[config.mk]
export PLATFORM = sky130hd
export DESIGN_NAME = team_06_spi_rx
export DESIGN_NICKNAME = d
export VERILOG_FILES = /design/src/rtl/team_06_spi_rx.sv
export SDC_FILE = /design/constraint.sdc
export NUM_CORES = 1
export LEC_CHECK = 0
export CAP_MARGIN = 20
export CORE_MARGIN = 10
export CORE_UTILIZATION = 45
export CTS_BUF_LIST = sky130_fd_sc_hd__clkbuf_2
export CTS_CLUSTER_DIAMETER = 50
export DETAILED_ROUTE_END_ITERATION = 10
export PLACE_DENSITY = 0.68
export SYNTH_ARGS = -nofsm -noshare
export SYNTH_HDL_FRONTEND = slang
export SYNTH_SLANG_ARGS = --single-unit
[constraint.sdc]
create_clock -name clk -period 2.75 [get_ports clk]
set_clock_uncertainty 0.2 [all_clocks]
set_input_delay 0.4125 -clock clk [delete_from_list [all_inputs] [get_ports clk]]
set_output_delay 0.4125 -clock clk [all_outputs]
set_load 0.02 [all_outputs]
[src/rtl/team_06_spi_rx.sv]
// team_06_spi_rx
// SPI receive deserializer for the team_06 audio path. It samples sdi on the
// rising edge of sclk while cs is high and assembles bits MSB-first into
// bytes. Completed bytes go into a first-word-fall-through FIFO.
//
// Ports:
//   clk, rst    system clock; asynchronous active-high reset
//   sclk        SPI clock, asynchronous to clk
//   cs          frame enable, active-high, asynchronous
//   sdi         serial data, must be stable around the sclk rising edge
//   out_data    FIFO head byte (mem[rptr]); meaningful only while out_valid
//   out_valid   FIFO holds at least one byte
//   out_ready   consumer accepts the head byte
//   fifo_count  number of bytes held in the FIFO
//   overflow    sticky: a completed byte was dropped because the FIFO was full
//   frame_err   sticky: cs fell part-way through a byte
//   clr_err     synchronous pulse; clears both sticky flags
//
// Handshake: a byte leaves the FIFO on every clk edge where
// out_valid && out_ready. out_data is stable while out_valid is high and no
// pop occurs. The next head byte is visible the cycle after a pop.
module team_06_spi_rx #(
    parameter int DEPTH       = 4,
    parameter int SYNC_STAGES = 2
) (
    input  logic                     clk,
    input  logic                     rst,
    input  logic                     sclk,
    input  logic                     cs,
    input  logic                     sdi,
    output logic [7:0]               out_data,
    output logic                     out_valid,
    input  logic                     out_ready,
    output logic [$clog2(DEPTH):0]   fifo_count,
    output logic                     overflow,
    output logic                     frame_err,
    input  logic                     clr_err
);

    localparam int PW = $clog2(DEPTH);
    localparam int CW = PW + 1;

    // ------------------------------------------------------------------
    // Synchronizers. All three inputs pass through chains of equal depth,
    // so they stay aligned with each other after synchronization.
    // ------------------------------------------------------------------
    logic [SYNC_STAGES-1:0] sclk_sync;
    logic [SYNC_STAGES-1:0] cs_sync;
    logic [SYNC_STAGES-1:0] sdi_sync;

    always_ff @(posedge clk or posedge rst) begin
        if (rst) begin
            sclk_sync <= '0;
            cs_sync   <= '0;
            sdi_sync  <= '0;
        end else begin
            sclk_sync <= {sclk_sync[SYNC_STAGES-2:0], sclk};
            cs_sync   <= {cs_sync[SYNC_STAGES-2:0], cs};
            sdi_sync  <= {sdi_sync[SYNC_STAGES-2:0], sdi};
        end
    end

    logic sclk_s;
    logic cs_s;
    logic sdi_s;

    assign sclk_s = sclk_sync[SYNC_STAGES-1];
    assign cs_s   = cs_sync[SYNC_STAGES-1];
    assign sdi_s  = sdi_sync[SYNC_STAGES-1];

    // ------------------------------------------------------------------
    // Bit assembly
    // ------------------------------------------------------------------
    logic       sclk_q;
    logic       cs_q;
    logic [2:0] bcnt;
    // Only the seven most recent bits are stored. The eighth bit of a byte
    // goes straight from sdi_s into the FIFO on the completing rise.
    logic [6:0] sh;

    logic       rise;
    logic       cs_fall;
    logic       push;
    logic [7:0] push_byte;
    logic       frame_set;

    assign rise      = sclk_s && !sclk_q;
    assign cs_fall   = cs_q && !cs_s;
    assign push      = rise && cs_s && (bcnt == 3'd7);
    assign push_byte = {sh, sdi_s};
    // bcnt still holds its pre-fall value in the first cycle that cs_s is low.
    assign frame_set = cs_fall && (bcnt != 3'd0);

    always_ff @(posedge clk or posedge rst) begin
        if (rst) begin
            sclk_q <= 1'b0;
            cs_q   <= 1'b0;
            bcnt   <= 3'd0;
            sh     <= 7'd0;
        end else begin
            sclk_q <= sclk_s;
            cs_q   <= cs_s;
            if (!cs_s) begin
                // Idle or end of frame: any partial byte is discarded.
                bcnt <= 3'd0;
            end else if (rise) begin
                sh   <= {sh[5:0], sdi_s};
                bcnt <= bcnt + 3'd1;  // wraps to 0 after the eighth bit
            end
        end
    end

    // ------------------------------------------------------------------
    // FIFO
    // ------------------------------------------------------------------
    logic [7:0]    mem [DEPTH];
    logic [PW-1:0] wptr;
    logic [PW-1:0] rptr;
    logic          full;
    logic          pop;
    logic          wr_en;
    logic          ovf_set;

    assign full    = (fifo_count == CW'(DEPTH));
    assign pop     = out_valid && out_ready;
    // When the FIFO is full, a same-cycle pop frees the slot the push needs.
    assign wr_en   = push && (!full || pop);
    assign ovf_set = push && full && !pop;

    assign out_valid = (fifo_count != '0);
    assign out_data  = mem[rptr];

    always_ff @(posedge clk or posedge rst) begin
        if (rst) begin
            for (int i = 0; i < DEPTH; i++) begin
                mem[i] <= 8'd0;
            end
            wptr       <= '0;
            rptr       <= '0;
            fifo_count <= '0;
        end else begin
            if (wr_en) begin
                mem[wptr] <= push_byte;
                wptr      <= wptr + PW'(1);
            end
            if (pop) begin
                rptr <= rptr + PW'(1);
            end
            case ({wr_en, pop})
                2'b10:   fifo_count <= fifo_count + CW'(1);
                2'b01:   fifo_count <= fifo_count - CW'(1);
                default: fifo_count <= fifo_count;
            endcase
        end
    end

    // ------------------------------------------------------------------
    // Sticky error flags. A clear wins over a set in the same cycle.
    // ------------------------------------------------------------------
    always_ff @(posedge clk or posedge rst) begin
        if (rst) begin
            overflow  <= 1'b0;
            frame_err <= 1'b0;
        end else begin
            if (clr_err) begin
                overflow <= 1'b0;
            end else if (ovf_set) begin
                overflow <= 1'b1;
            end

            if (clr_err) begin
                frame_err <= 1'b0;
            end else if (frame_set) begin
                frame_err <= 1'b1;
            end
        end
    end

endmodule

==> results of run 1 <==
==> cells by family (layout without fill, tap and decap cells) <==
kind of cell,after synthesis,count (layout)
AND/OR/NAND/NOR,19,19
flip-flops,59,59
buffers and inverters,15,50
multiplexers,50,50
XOR/XNOR,7,7
adder cells (fa/ha/maj),9,9
AO/OA/AOI/OAI,4,4
==> critical path: cells and delay by family (launching register included) <==
family	cells	cell delay, ns
DFF	1	0.35
buffers and inverters	2	0.57
muxes	1	0.54
==> state kept, by name, summed over array words and instances, names as in the netlist <==
signal      count
cs_sync         2
sclk_sync       2
wptr            2
sclk_q          1
sdi_sync        2
frame_err       1
rptr            2
overflow        1
fifo_count      3
sh              7
bcnt            3
cs_q            1
mem            32
==> power groups by stage <==
stage	Combinational (W)	Sequential [W]	Clock [W]
after global placement	0.000408	0.00109	0
after detailed placement	0.000431	0.00111	0
after floorplan	0.000293	0.00107	0
after global routing	0.000463	0.00111	0.000557
after CTS	0.000432	0.00109	0.000518
final	0.000420	0.00109	0.000491
==> cell type report <==
type,count,area (um2),share of cell area
multi-input combinational,89,1010,0.342
timing repair buffer,25,240,0.0814
clock buffer,11,55.1,0.0187
sequential,59,1480,0.500
tap,72,90.1,0.0305
clock inverter,4,42.5,0.0144
inverter,10,37.5,0.0127
==> per-stage QoR <==
stage,utilization,cells,setup TNS [ns],instance area (um2),hold slack (ns)
final,0.536,270,0,2950,0.0367
after global routing,0.536,270,0,2950,0.0280
after CTS,0.536,270,0,2950,0.00186
after detailed placement,0.520,255,-0.0475,2860,0.139
after global placement,0.520,255,0,2860,0.135
after floorplan,-,163,0,2550,0.131
==> metal layers <==
layer | wire, um | share of wire
met5 | 0 | 0
met4 | 157 | 0.034
met3 | 206 | 0.044
met2 | 2530 | 0.54
met1 | 1780 | 0.38
==> cell usage after synthesis, types with 2 or more instances <==
cell type	n	share of area
buf_2	2	0.0039
dfrtp_1	59	0.58
ha_1	8	0.039
inv_1	10	0.015
mux2_1	2	0.0088
mux2_2	38	0.17
mux2i_1	2	0.0078
mux4_2	8	0.071
nand2_1	3	0.0044
nand2b_1	2	0.0049
nand3_4	4	0.027
nor2_1	5	0.0074
xnor2_1	4	0.014
xor2_1	3	0.010
==> worst paths after layout <==
path | startpoint | end | slack (ns) | depth (start not counted)
worst max-delay path | rptr[0] | out_data[3] | 0.22 | 3
min in group clk | sdi | sdi_sync[0] | 0.16 | 1
worst min-delay path | rst | fifo_count[1] | 0.04 | 2
worst max register to register | fifo_count[1] | fifo_count[2] | 0.28 | 8
worst min register to register | cs_sync[0] | cs_sync[1] | 0.17 | 0
max in group asynchronous | rst | mem[26] | 1.76 | 3
==> cell usage in the layout, fill, tap and decap left out, types with 2 or more instances in the layout <==
master / instances
mux2i_1: 2
dfrtp_1: 59
nand2_1: 3
mux2_2: 38
inv_1: 9
dlygate4sd2_1: 8
xnor2_1: 4
clkinv_1: 2
buf_4: 4
mux2_1: 2
nand2b_1: 2
nand3_4: 4
clkbuf_2: 11
nor2_1: 5
ha_1: 8
xor2_1: 3
mux4_2: 8
clkdlybuf4s50_1: 12
==> repair_timing <==
action,4_1_cts,5_1_grt
gates resized for setup,8,0
hold buffers,0,0
setup endpoints to repair,8,0
setup buffers,0,0
==> impl_metrics.tcl, run 1 <==
set metrics [dict create \
    outcome "completed" \
    critPathMaxStageDelay_ns 0.54 \
    hold_violations 0 \
    hpwl_um 3360 \
    die_w_um 95.3 \
    cts_tree "built" \
    core_um2 5510 \
    die_y_um 95.3 \
    syn_to_final_growth_pct 15.6 \
    switching_share 0.310 \
    timing.final.crit_period_ns 2.53 \
    synth-adder-area-share 0.0471 \
    grt_use_met1 0.119 \
    cts_buffers 9 \
    post_synth_and_or_nand_nor_area_fraction 0.0593 \
    syn_inst 163 \
    grt_use_met3 0.0314 \
    antenna_cells 0 \
    avgSynthCellArea_um2 15.7 \
    crit_arrival_ns 1.91 \
    worst_slack_ns 0.224 \
    pre_cts_slack_ns -0.0475 \
    critPathRequiredTime_ns 2.14 \
    cts.sinks 59 \
    rows 27 \
    finalNetCount 210 \
    leakage_nw 1.45 \
    drive_above_1_share 0.354 \
    crit_chain "buf_4 -> mux4_2 -> dlygate4sd2_1" \
    criticalPathCategory "flip-flop to output port" \
    drv_slew 0 \
    pin_count 21 \
    routed_via_density 5.07 \
    endpoint_kind "output port" \
    maxSlewHeadroom 0.688 \
    ys_types 27 \
    rsz0062_at_grt "no" \
    combPwrFrac 0.210 \
    avgRoutedWirePerCell_um 17.3 \
    first_global_vias 1577 \
    buffer_ports.inserted 20 \
    grt_first_pass_wirelength_um 7670 \
    peakVddDrop_mv 0.325 \
    worst_path_max_delay_cell "mux4_2" \
    clockBufferDepth 2 \
    synth_top_family_by_area "multiplexers" \
    hold_class "primary input to async pin" \
    power_w 0.00200 \
    clockPowerShare 0.246 \
    gp_congestion 0.745 \
    ys_ff_latch 59 \
    period_share 0.918 \
    grt_usage 0.114 \
    maxCapViolations 0 \
    setup_violations 0 \
    synthesis.nets 179 \
    start_kind "flip-flop" \
    drtIter0Drc 18 \
    root_buffer "clkbuf_2" \
    fmax_ghz 0.396 \
    vias 1370 \
    route.detailed.drc 0 \
    routed_wl_um 4680 \
    syn-cell-area_um2 2550 \
    first_pass_iters 4 \
    top_usage_layer "met2" \
    clk_pin_slew_worst_paths_ns 0.15 \
    met2_usage 0.195 \
    yosysWarnings 0 \
    synth_edf_count 0 \
    ant_nets 0 \
    initial_core_util 0.463 \
    critPathMaxFanout 10 \
    synthArstFlopShare 1.00 \
    antenna_found_initial 0 \
    dieArea_um2 9080 \
    tightest_slew_ns 0.468 \
    ys.flop_type "dfrtp_1" \
    p_sw_w 0.000619 \
    internal_power_w 0.00138 \
    grt_overflow 0 \
    seq_area_frac_synth 0.579 \
    synth_compound_area_frac 0.00981 \
    synth_xor_area_frac 0.0240 \
    seqPwrFrac 0.544 \
    grt_max_degree 44 \
    clock_latency_ns 0.46 \
    synth_mux_area_frac 0.255 \
    power_density_nw_per_um2 677 \
    fill_cells 472 \
    htree_levels 3 \
]
Power figures use the tool's default switching activity.
==> inputs of run 2 (changes only) <==
--- a/config.mk
+++ b/config.mk
@@ -6,11 +6,11 @@
 export NUM_CORES = 1
 export LEC_CHECK = 0
 export CAP_MARGIN = 20
-export CORE_MARGIN = 10
+export CORE_MARGIN = 2
 export CORE_UTILIZATION = 45
-export CTS_BUF_LIST = sky130_fd_sc_hd__clkbuf_2
 export CTS_CLUSTER_DIAMETER = 50
 export DETAILED_ROUTE_END_ITERATION = 10
+export GPL_TIMING_DRIVEN = 0
 export PLACE_DENSITY = 0.68
 export SYNTH_ARGS = -nofsm -noshare
 export SYNTH_HDL_FRONTEND = slang
==> run 2 against run 1 <==
  * Wire length fell by 2.9%
  * Critical endpoint is now fifo_count[2]
  * Final cell count is 0.37% higher
  * Critical path type is now flip-flop to flip-flop
  * Maximum frequency is 3.1% lower
  * Non-clock buffer count is the same
  * Via count is 2.3% higher
  * Sequential power barely moved
==> impl_metrics.tcl, run 2 (same netlist as run 1, synthesis figures left out) <==
set metrics [dict create \
    crit_top_cell "ha_1" \
    die_w_um 79.3 \
    grt_overflow 0 \
    routed_wl_um 4540 \
    seqPwrFrac 0.474 \
    power_w 0.00230 \
    hpwl_um 3130 \
    rr_worst_depth 11 \
    setup_violations 0 \
    reg2reg_to "fifo_count[2]" \
    maxSlewHeadroom 0.673 \
    r2r_start "bcnt[0]" \
    cts.sinks 59 \
    worstHoldStart "sdi_sync[0]" \
    tightest_slew_ns 0.491 \
    critPathMaxStageDelay_ns 0.41 \
    leakage_nw 1.45 \
    top_regs "mem: 32 flops, sh: 7 flops" \
    final_area_um2 3060 \
    switching_share 0.286 \
    maxCapViolations 0 \
    buffer_ports.inserted 20 \
    drtIter0Drc 46 \
    period_share 0.948 \
    min_to "sdi_sync[1]" \
    cts_buffers 9 \
    regToRegSetupSlack_ns 0.14 \
    ant_nets 0 \
    clk_pin_slew_worst_paths_ns 0.07 \
    first_pass_iters 2 \
    routed_via_density 5.17 \
    rsz0062_at_grt "no" \
    clock_latency_ns 0.33 \
    first_global_vias 1561 \
    grt_first_pass_wirelength_um 7670 \
    layout_commonest_cell "dfrtp_1" \
    timing.final.crit_period_ns 2.61 \
    cts_setup_buffers 0 \
    hold_buffers 0 \
    fin_cells 271 \
    drv_slew 0 \
    placedCellCount 256 \
    die_y_um 79.3 \
    p_sw_w 0.000657 \
    hold_violations 0 \
    crit_chain "ha_1 -> ha_1 -> and4b_1 -> buf_2 -> nand2_2 -> ha_1 -> inv_1 -> fa_1 -> xor2_1 -> nor2_1 -> xor2_1" \
    pin_count 21 \
    htree_levels 3 \
    timing.hold.ws_ns 0.150 \
    clockPowerShare 0.344 \
    clockBufferDepth 2 \
    worst_path_max_delay_cell "dfrtp_1" \
    grt_max_degree 40 \
    gp_congestion 0.699 \
    fill_cells 448 \
    endpoint_kind "flip-flop" \
    power_density_nw_per_um2 751 \
    place_area_um2 2860 \
    antenna_found_initial 0 \
    fmax_ghz 0.384 \
    antenna_cells 0 \
    rows 27 \
    criticalPathCategory "flip-flop to flip-flop" \
    avgRoutedWirePerCell_um 16.7 \
    syn_to_final_growth_pct 20.1 \
    regMostFlops "mem" \
    cp_top_family "adder cells" \
    vias 1401 \
    cts_tree "built" \
    root_buffer "clkbuf_8" \
    critPathRequiredTime_ns 2.81 \
    core_um2 5510 \
    tns_ns 0 \
    internal_power_w 0.00164 \
    route.detailed.drc 0 \
    grt_usage 0.171 \
    initial_core_util 0.463 \
    dieArea_um2 6290 \
    finalNetCount 210 \
    crit_arrival_ns 2.67 \
    drive_above_1_share 0.357 \
    outcome "completed" \
    largest_reg_flops 32 \
    start_kind "flip-flop" \
    combPwrFrac 0.182 \
    hold_path_depth 0 \
    layout_common_cells "dfrtp_1, mux2_2, clkdlybuf4s50_1, clkbuf_8, inv_1" \
    ctsResizeCount 1 \
    peakVddDrop_mv 0.334 \
    hold_class "flip-flop to flip-flop" \
    cp.buffers_inverters 2 \
    critPathMaxFanout 6 \
]
==> run 2: cell types whose count changed in the layout (fill, tap and decap cells not counted), sizes merged <==
cell | before | now
clkdlybuf4s50 | 12 | 20
dlygate4sd2 | 8 | 0
clkbuf | 11 | 13
buf | 5 | 4
==> run 2: layout make-up <==
| class | instances | area (um2) | area share |
|---|---|---|---|
| Sequential cell | 59 | 1480 | 0.482 |
| Multi-Input combinational cell | 89 | 1010 | 0.329 |
| Timing Repair Buffer | 21 | 220 | 0.0719 |
| Clock buffer | 12 | 155 | 0.0506 |
| Tap cell | 72 | 90.1 | 0.0294 |
| Clock inverter | 4 | 48.8 | 0.0159 |
| Inverter | 10 | 37.5 | 0.0122 |
| Buffer | 4 | 27.5 | 0.00898 |
==> run 2: routing by layer <==
| metal | GRT usage | up-vias | wire length, um |
|---|---|---|---|
| li1 | - | 637 | - |
| met1 | 0.198 | 726 | 1910 |
| met2 | 0.281 | 24 | 2370 |
| met3 | 0.0375 | 14 | 97 |
| met4 | 0.119 | 0 | 160 |
| met5 | 0 | - | 0 |
==> run 2: worst max-delay path by stage <==
stage                    endpoint     startpoint  slack, ns  cells past startpoint
global route        fifo_count[2]        bcnt[0]       0.01                     11
CTS                   out_data[3]        rptr[0]       0.11                      3
finish              fifo_count[2]        bcnt[0]       0.14                     11
detailed placement  fifo_count[2]      out_ready      -0.14                     10
global placement          mem[30]            rst      -0.18                      2
floorplan           fifo_count[2]  fifo_count[1]       0.24                      9
==> run 2: power groups by stage <==
stage / Clock, W / Combinational (W) / Sequential [W]
floorplan: 0 / 0.000293 / 0.00107
global placement: 0 / 0.000438 / 0.00106
detailed placement: 0 / 0.000459 / 0.00107
CTS: 0.000822 / 0.000429 / 0.00109
global route: 0.000862 / 0.000462 / 0.00111
finish: 0.000793 / 0.000418 / 0.00109
==> run 2: metrics by stage <==
stage	worst slack [ns]	util
6_report	0.143	0.556
5_1_grt	0.0112	0.556
4_1_cts	0.114	0.556
3_5_place_dp	-0.140	0.520
3_3_place_gp	-0.182	0.516
2_1_floorplan	0.244	-
